File: config.mk
export PLATFORM = sky130hd
export DESIGN_NAME = mp3_frame_sequencer
export DESIGN_NICKNAME = d
export VERILOG_FILES = /design/src/rtl/mp3_pkg.sv /design/src/rtl/mp3_hdr_check.sv /design/src/rtl/mp3_frame_sequencer.sv
export SDC_FILE = /design/constraint.sdc
export NUM_CORES = 1
export LEC_CHECK = 0
export BUFFER_PORTS_ARGS = -buffer_cell sky130_fd_sc_hd__buf_4
export CORE_ASPECT_RATIO = 1.4
export CORE_MARGIN = 2
export CORE_UTILIZATION = 63
export CTS_CLUSTER_SIZE = 10
export DETAILED_ROUTE_END_ITERATION = 10
export PLACE_DENSITY_LB_ADDON = 0.1
export SETUP_SLACK_MARGIN = 0.02
export SYNTH_ARGS = -nofsm -noshare
export SYNTH_HDL_FRONTEND = slang
export SYNTH_SLANG_ARGS = --single-unit
export TNS_END_PERCENT = 100
File: constraint.sdc
create_clock -name clk -period 8.1 [get_ports clk]
set_clock_uncertainty 0.1 [all_clocks]
set_input_delay 0.81 -clock clk [delete_from_list [all_inputs] [get_ports clk]]
set_output_delay 0.81 -clock clk [all_outputs]
set_load 0.03 [all_outputs]
File: src/rtl/mp3_pkg.sv
// rtl/mp3_pkg.sv - shared types, header field positions and frame-length table for the MP3 frame sequencer
package mp3_pkg;

  typedef enum logic [2:0] {
    ST_HUNT,
    ST_HDR,
    ST_CRC,
    ST_SIDE,
    ST_MAIN
  } state_t;

  localparam int SIDE_LEN_MONO   = 17;
  localparam int SIDE_LEN_STEREO = 32;

  localparam int HDR_PROT_BIT = 16;
  localparam int HDR_BR_MSB   = 15;
  localparam int HDR_BR_LSB   = 12;
  localparam int HDR_SF_MSB   = 11;
  localparam int HDR_SF_LSB   = 10;
  localparam int HDR_PAD_BIT  = 9;
  localparam int HDR_MODE_MSB = 7;
  localparam int HDR_MODE_LSB = 6;

  // floor(144 * kbps * 1000 / fs); rows are 44.1k, 48k, 32k, columns the bitrate index
  localparam logic [10:0] FRAME_LEN_ROM [3][16] = '{
    '{11'd0, 11'd104, 11'd130, 11'd156, 11'd182, 11'd208, 11'd261, 11'd313,
      11'd365, 11'd417, 11'd522, 11'd626, 11'd731, 11'd835, 11'd1044, 11'd0},
    '{11'd0, 11'd96, 11'd120, 11'd144, 11'd168, 11'd192, 11'd240, 11'd288,
      11'd336, 11'd384, 11'd480, 11'd576, 11'd672, 11'd768, 11'd960, 11'd0},
    '{11'd0, 11'd144, 11'd180, 11'd216, 11'd252, 11'd288, 11'd360, 11'd432,
      11'd504, 11'd576, 11'd720, 11'd864, 11'd1008, 11'd1152, 11'd1440, 11'd0}
  };

  // Second sync byte: 111 sync tail, MPEG-1, Layer III; bit 0 is the protection bit
  function automatic logic is_sync_byte(input logic [7:0] b);
    return b[7:1] == 7'b1111101;
  endfunction

endpackage

File: src/rtl/mp3_hdr_check.sv
// rtl/mp3_hdr_check.sv - combinational MPEG-1 Layer III header validation and frame length lookup
module mp3_hdr_check (
  input  logic [31:0] i_hdr,
  output logic        o_ok,
  output logic        o_mono,
  output logic        o_crc,
  output logic [10:0] o_frame_len
);
  import mp3_pkg::*;

  logic [3:0]  w_br;
  logic [1:0]  w_sf;
  logic [10:0] w_base;
  logic [5:0]  w_min_len;
  logic        w_unused;

  assign w_br     = i_hdr[HDR_BR_MSB:HDR_BR_LSB];
  assign w_sf     = i_hdr[HDR_SF_MSB:HDR_SF_LSB];
  assign o_mono   = (i_hdr[HDR_MODE_MSB:HDR_MODE_LSB] == 2'b11);
  assign o_crc    = ~i_hdr[HDR_PROT_BIT];
  assign w_unused = ^{i_hdr[31:17], i_hdr[8], i_hdr[5:0]};

  always_comb begin
    w_base = '0;
    case (w_sf)
      2'd0:    w_base = FRAME_LEN_ROM[0][w_br];
      2'd1:    w_base = FRAME_LEN_ROM[1][w_br];
      2'd2:    w_base = FRAME_LEN_ROM[2][w_br];
      default: w_base = '0;
    endcase
  end

  assign o_frame_len = w_base + {10'd0, i_hdr[HDR_PAD_BIT]};

  // A frame must hold the header, optional CRC and all side info plus at least one main byte
  assign w_min_len = 6'd4 + (o_crc ? 6'd2 : 6'd0)
                   + (o_mono ? 6'(SIDE_LEN_MONO) : 6'(SIDE_LEN_STEREO));

  assign o_ok = (w_br != 4'd0) && (w_br != 4'hF) && (w_sf != 2'd3)
             && (o_frame_len > {5'd0, w_min_len});

endmodule

File: src/rtl/mp3_frame_sequencer.sv
// rtl/mp3_frame_sequencer.sv - MP3 sync hunt, header capture and side/main byte sequencing
// FRAME_STATS_EN adds saturating frames_ok / sync_errs counters.
module mp3_frame_sequencer #(
  parameter int FRAME_CNT_W = 32
) (
  input  logic                   clk,
  input  logic                   rst,
  input  logic [7:0]             axiid,
  input  logic                   axiiv,
  output logic [FRAME_CNT_W-1:0] frame_byte_cnt,
  output logic [31:0]            hdr,
  output logic                   hdr_valid,
  output logic                   mono,
  output logic [7:0]             side_byte,
  output logic                   side_valid,
  output logic [4:0]             side_idx,
  output logic                   side_done,
  output logic [7:0]             main_byte,
  output logic                   main_valid,
  output logic                   frame_done,
  output logic                   sync_err
`ifdef FRAME_STATS_EN
  ,
  output logic [15:0]            frames_ok,
  output logic [15:0]            sync_errs
`endif
);
  import mp3_pkg::*;

  state_t                 r_state;
  logic                   r_got_ff;
  logic                   r_hdr_phase;
  logic [7:0]             r_b1;
  logic [7:0]             r_b2;
  logic [4:0]             r_sub;
  logic [4:0]             r_side_last;
  logic [FRAME_CNT_W-1:0] r_last_cnt;
  logic [FRAME_CNT_W-1:0] r_cnt;
  logic [31:0]            r_hdr;
  logic                   r_hdr_valid;
  logic [7:0]             r_side_byte;
  logic                   r_side_valid;
  logic [4:0]             r_side_idx;
  logic                   r_side_done;
  logic [7:0]             r_main_byte;
  logic                   r_main_valid;
  logic                   r_frame_done;
  logic                   r_sync_err;

  logic [31:0]            w_cand_hdr;
  logic                   w_ok;
  logic                   w_mono;
  logic                   w_crc;
  logic [10:0]            w_len;
  logic [FRAME_CNT_W-1:0] w_cnt_next;

  assign w_cand_hdr = {8'hFF, r_b1, r_b2, axiid};
  assign w_cnt_next = r_cnt + FRAME_CNT_W'(1);

  mp3_hdr_check u_hdr_check (
    .i_hdr       (w_cand_hdr),
    .o_ok        (w_ok),
    .o_mono      (w_mono),
    .o_crc       (w_crc),
    .o_frame_len (w_len)
  );

  always_ff @(posedge clk) begin
    if (rst) begin
      r_state      <= ST_HUNT;
      r_got_ff     <= 1'b0;
      r_hdr_phase  <= 1'b0;
      r_b1         <= '0;
      r_b2         <= '0;
      r_sub        <= '0;
      r_side_last  <= '0;
      r_last_cnt   <= '0;
      r_cnt        <= '0;
      r_hdr        <= '0;
      r_hdr_valid  <= 1'b0;
      r_side_byte  <= '0;
      r_side_valid <= 1'b0;
      r_side_idx   <= '0;
      r_side_done  <= 1'b0;
      r_main_byte  <= '0;
      r_main_valid <= 1'b0;
      r_frame_done <= 1'b0;
      r_sync_err   <= 1'b0;
    end else begin
      r_hdr_valid  <= 1'b0;
      r_side_valid <= 1'b0;
      r_side_done  <= 1'b0;
      r_main_valid <= 1'b0;
      r_frame_done <= 1'b0;
      r_sync_err   <= 1'b0;
      if (axiiv) begin
        case (r_state)
          ST_HUNT: begin
            // A repeated 0xFF simply becomes the new candidate for byte 0
            if (r_got_ff && is_sync_byte(axiid)) begin
              r_b1        <= axiid;
              r_cnt       <= FRAME_CNT_W'(1);
              r_got_ff    <= 1'b0;
              r_hdr_phase <= 1'b0;
              r_state     <= ST_HDR;
            end else if (axiid == 8'hFF) begin
              r_got_ff <= 1'b1;
              r_cnt    <= '0;
            end else begin
              r_got_ff <= 1'b0;
            end
          end
          ST_HDR: begin
            r_cnt <= w_cnt_next;
            if (!r_hdr_phase) begin
              r_b2        <= axiid;
              r_hdr_phase <= 1'b1;
            end else if (w_ok) begin
              r_hdr       <= w_cand_hdr;
              r_hdr_valid <= 1'b1;
              r_last_cnt  <= FRAME_CNT_W'(w_len) - FRAME_CNT_W'(1);
              r_side_last <= w_mono ? 5'(SIDE_LEN_MONO - 1) : 5'(SIDE_LEN_STEREO - 1);
              r_sub       <= '0;
              r_state     <= w_crc ? ST_CRC : ST_SIDE;
            end else begin
              r_sync_err <= 1'b1;
              r_state    <= ST_HUNT;
            end
          end
          ST_CRC: begin
            r_cnt <= w_cnt_next;
            if (r_sub == 5'd1) begin
              r_sub   <= '0;
              r_state <= ST_SIDE;
            end else begin
              r_sub <= r_sub + 5'd1;
            end
          end
          ST_SIDE: begin
            r_cnt        <= w_cnt_next;
            r_side_valid <= 1'b1;
            r_side_byte  <= axiid;
            r_side_idx   <= r_sub;
            if (r_sub == r_side_last) begin
              r_side_done <= 1'b1;
              r_state     <= ST_MAIN;
            end else begin
              r_sub <= r_sub + 5'd1;
            end
          end
          ST_MAIN: begin
            r_cnt        <= w_cnt_next;
            r_main_valid <= 1'b1;
            r_main_byte  <= axiid;
            if (w_cnt_next == r_last_cnt) begin
              r_frame_done <= 1'b1;
              r_state      <= ST_HUNT;
            end
          end
          default: r_state <= ST_HUNT;
        endcase
      end
    end
  end

  assign frame_byte_cnt = r_cnt;
  assign hdr            = r_hdr;
  assign hdr_valid      = r_hdr_valid;
  assign mono           = (r_hdr[HDR_MODE_MSB:HDR_MODE_LSB] == 2'b11);
  assign side_byte      = r_side_byte;
  assign side_valid     = r_side_valid;
  assign side_idx       = r_side_idx;
  assign side_done      = r_side_done;
  assign main_byte      = r_main_byte;
  assign main_valid     = r_main_valid;
  assign frame_done     = r_frame_done;
  assign sync_err       = r_sync_err;

`ifdef FRAME_STATS_EN
  logic [15:0] r_frames_ok;
  logic [15:0] r_sync_errs;

  always_ff @(posedge clk) begin
    if (rst) begin
      r_frames_ok <= '0;
      r_sync_errs <= '0;
    end else begin
      if (r_frame_done && (r_frames_ok != 16'hFFFF)) r_frames_ok <= r_frames_ok + 16'd1;
      if (r_sync_err && (r_sync_errs != 16'hFFFF)) r_sync_errs <= r_sync_errs + 16'd1;
    end
  end

  assign frames_ok = r_frames_ok;
  assign sync_errs = r_sync_errs;
`endif

endmodule

==> flow_summary_export.csv <==
group,metric,value,unit
setup_path,path_class,"flop to flop",
drt,routedWlPerCell,17.8,µm
finish,layout_commonest_cell,"dfxtp_1",
timing,hold_ws,358,ps
setup_path,critical_path.top_delay_family,"compound AO/OA/AOI/OAI gates",
die,fp-row-count,46,
grt,grt_pass1_vias,6792,
die,core,0.0114,mm²
timing,finalCritPeriodShare,59.9,%
clocking,cts_buffers,17,
die,initial_core_util,64.7,%
logic_synthesis,syn_area,0.00738,mm²
logic_synthesis,ys_ff_latch,123,
logic_synthesis,synthArstFlopShare,0,%
finish,final_util,75.9,%
setup_path,cp_data_arrival_time,5080,ps
die,ios,103,
setup_path,end_kind,"flop",
drt,drc,0,
timing,tightestPinTransition,929,ps
logic_synthesis,yosysSeqAreaShare,33.4,%
finish,area_delta_synth_final,17.3,%
place,place_congestion,0.922,
logic_synthesis,ys_types,74,
grt,grt_usage,31.9,%
power,irDropWorstVdd,0.159,mV
setup_path,cp_max_fo,51,
setup_path,cp_slowest_stage_delay,560,ps
logic_synthesis,synth-edff-count,0,
grt,grt_overflow,0,
flow_run,maxCapViolations,0,
logic_synthesis,synth-main-ff-cell,"dfxtp_1",
grt,grt_first_pass_wirelength,32300,µm
drt,vias,7170,
setup_path,worstPathCellList,"inv_1, ha_1, mux2i_1, o32ai_2, o211ai_1, a21o_1, or3_1, and2_0, ha_1, inv_1, o31ai_1, o22ai_4, buf_4, nor4b_1, nor4_1",
die,dieWidth,95.4,µm
finish,final_nets,1016,
setup_path,start_kind,"flop",
outcome,status,"finished clean",
timing,rsz0062_at_grt,"no",
logic_synthesis,synth_warnings,0,
clocking,cts_tree,"done",
clocking,clock_latency,420,ps
power,leakagePower,3.35,nW
place,port_buffers,102,
setup_path,required,8330,ps
drt,first_pass_iters,5,
drt,drtIter0Drc,444,
die,die_h,132,µm
finish,drive_gt1_share,17.1,%
timing,fmax,0.206,GHz
power,powerDensity,161,mW/mm²
clocking,cts.clk_slew.worst_paths,60,ps
place,dp_hpwl,14000,µm
timing,fin_crit,4850,ps
drt,via_per_inst,6.28,
hold_path,worstHoldPathType,"flop to flop",
logic_synthesis,synth_nets,959,
clocking,htreeDepth,4,
logic_synthesis,postSynthCellCount,927,
setup_path,regToRegSetupSlack,3250,ps
clocking,postCtsSetupRepairBufs,0,
timing,finalMaxSlewViolations,0,
grt,antenna_found_initial,0,
clocking,clockBufferDepth,2,
logic_synthesis,syn_area_per_cell,7.96,µm²
die,die-area,0.0126,mm²
finish,antennaDiodeCount,0,
setup_path,worst_path_max_delay_cell,"o31ai_1",
clocking,cts_resized,0,
drt,ant_nets,0,
finish,final_cell_mix,"dfxtp_1, nor2_1, buf_4, a21oi_1, nand2_1",
clocking,postCtsHoldBufs,0,
clocking,root_buffer,"clkbuf_16",
timing,finalHoldViolCount,0,
setup_path,timing.critical_path.buf_inv,3,
timing,slew_headroom,36.4,%
timing,tns,0,ps
timing,setup_viol,0,
clocking,cts_sinks,123,
drt,drt-total-wl,20300,µm
grt,grt_max_degree,89,
-- worst reg2reg max path, cell delays in order, from the launching register on --
cell	delay [ps]
dfxtp_1	450
inv_1	250
ha_1	370
mux2i_1	240
o32ai_2	420
o211ai_1	210
a21o_1	260
or3_1	380
and2_0	230
ha_1	320
inv_1	50
o31ai_1	560
o22ai_4	110
buf_4	360
nor4b_1	240
nor4_1	220
-- flip-flops by register name, summed over array words and instances, names as in the netlist, 8 cells and up --
register	count
r_last_cnt	12
r_b2	8
hdr	24
r_b1	8
side_byte	8
main_byte	8
frame_byte_cnt	32
-- stage by stage --
step,cell area (µm²),total power [mW],std cells,setup WS [ps]
3_3_place_gp,8060,0.640,1109,3530
2_1_floorplan,7380,0.630,927,4160
6_report,8650,1.39,1141,3250
3_5_place_dp,8060,0.641,1109,3410
4_1_cts,8650,1.39,1141,3340
5_1_grt,8650,1.42,1141,2930
-- path summary, 6_finish.rpt --
check / startpoint / end / cells after the start
setup / recovery: r_b2[5]$_SDFFE_PP0P_ / r_last_cnt[9]$_SDFFE_PP0P_ / 15
hold / removal: side_byte[1]$_SDFFE_PP0P_ / side_byte[1]$_SDFFE_PP0P_ / 2
setup reg to reg: r_b2[5]$_SDFFE_PP0P_ / r_last_cnt[9]$_SDFFE_PP0P_ / 15
hold reg to reg: side_byte[1]$_SDFFE_PP0P_ / side_byte[1]$_SDFFE_PP0P_ / 2
-- power by group --
group          switching [mW]  internal (mW)  leakage, nW  total [mW]
clock                   0.324          0.438        0.285       0.762
combinational          0.0172        0.00555         2.07      0.0227
sequential         0.00000477          0.605        0.990       0.605
-- Yosys cell counts, drive strengths merged, types with 9 or more instances --
library cell | n | area [µm²]
dfxtp | 123 | 2460
nor2 | 121 | 454
a21oi | 82 | 410
nand2 | 77 | 289
clkbuf | 49 | 186
mux2i | 42 | 420
o21ai | 38 | 194
nor3 | 33 | 175
nand3 | 29 | 145
buf | 23 | 163
xnor2 | 23 | 201
inv | 22 | 82.6
a211oi | 21 | 168
ha | 21 | 263
and3 | 20 | 125
xor2 | 18 | 158
nand2b | 16 | 100
nand4 | 13 | 87.6
and2 | 12 | 75.1
nor4 | 12 | 103
or3 | 12 | 75.1
a311oi | 9 | 78.8
-- metal layers --
metal | global-route usage [%] | part of all wire (%)
met1 | 35.9 | 39
met2 | 56.9 | 52
met3 | 5.77 | 5.1
met4 | 14.8 | 3.6
met5 | 0 | 0
-- final cells by class --
type | count | area, µm²
clock buffers | 17 | 425
clock inverters | 15 | 165
fillers | 876 | 2740
inverters | 22 | 82.6
multi-input cells | 710 | 4510
flip-flops and latches | 123 | 2460
well taps | 144 | 180
repair buffers | 110 | 826
-- kinds of logic (layout without fill, tap and decap cells) --
kind of cell / count (synthesis) / in the layout / synth area share [%]
DFF: 123 / 123 / 33.4
muxes: 45 / 45 / 6.62
xor gates and xnor gates: 41 / 41 / 4.87
and+or+nand+nor: 385 / 385 / 26.2
adders and majority gates: 21 / 21 / 3.56
AOI/OAI and AO/OA: 218 / 218 / 19.6
buffers and inverters: 94 / 164 / 5.85
Note: power is estimated with default switching activity, not from simulation.
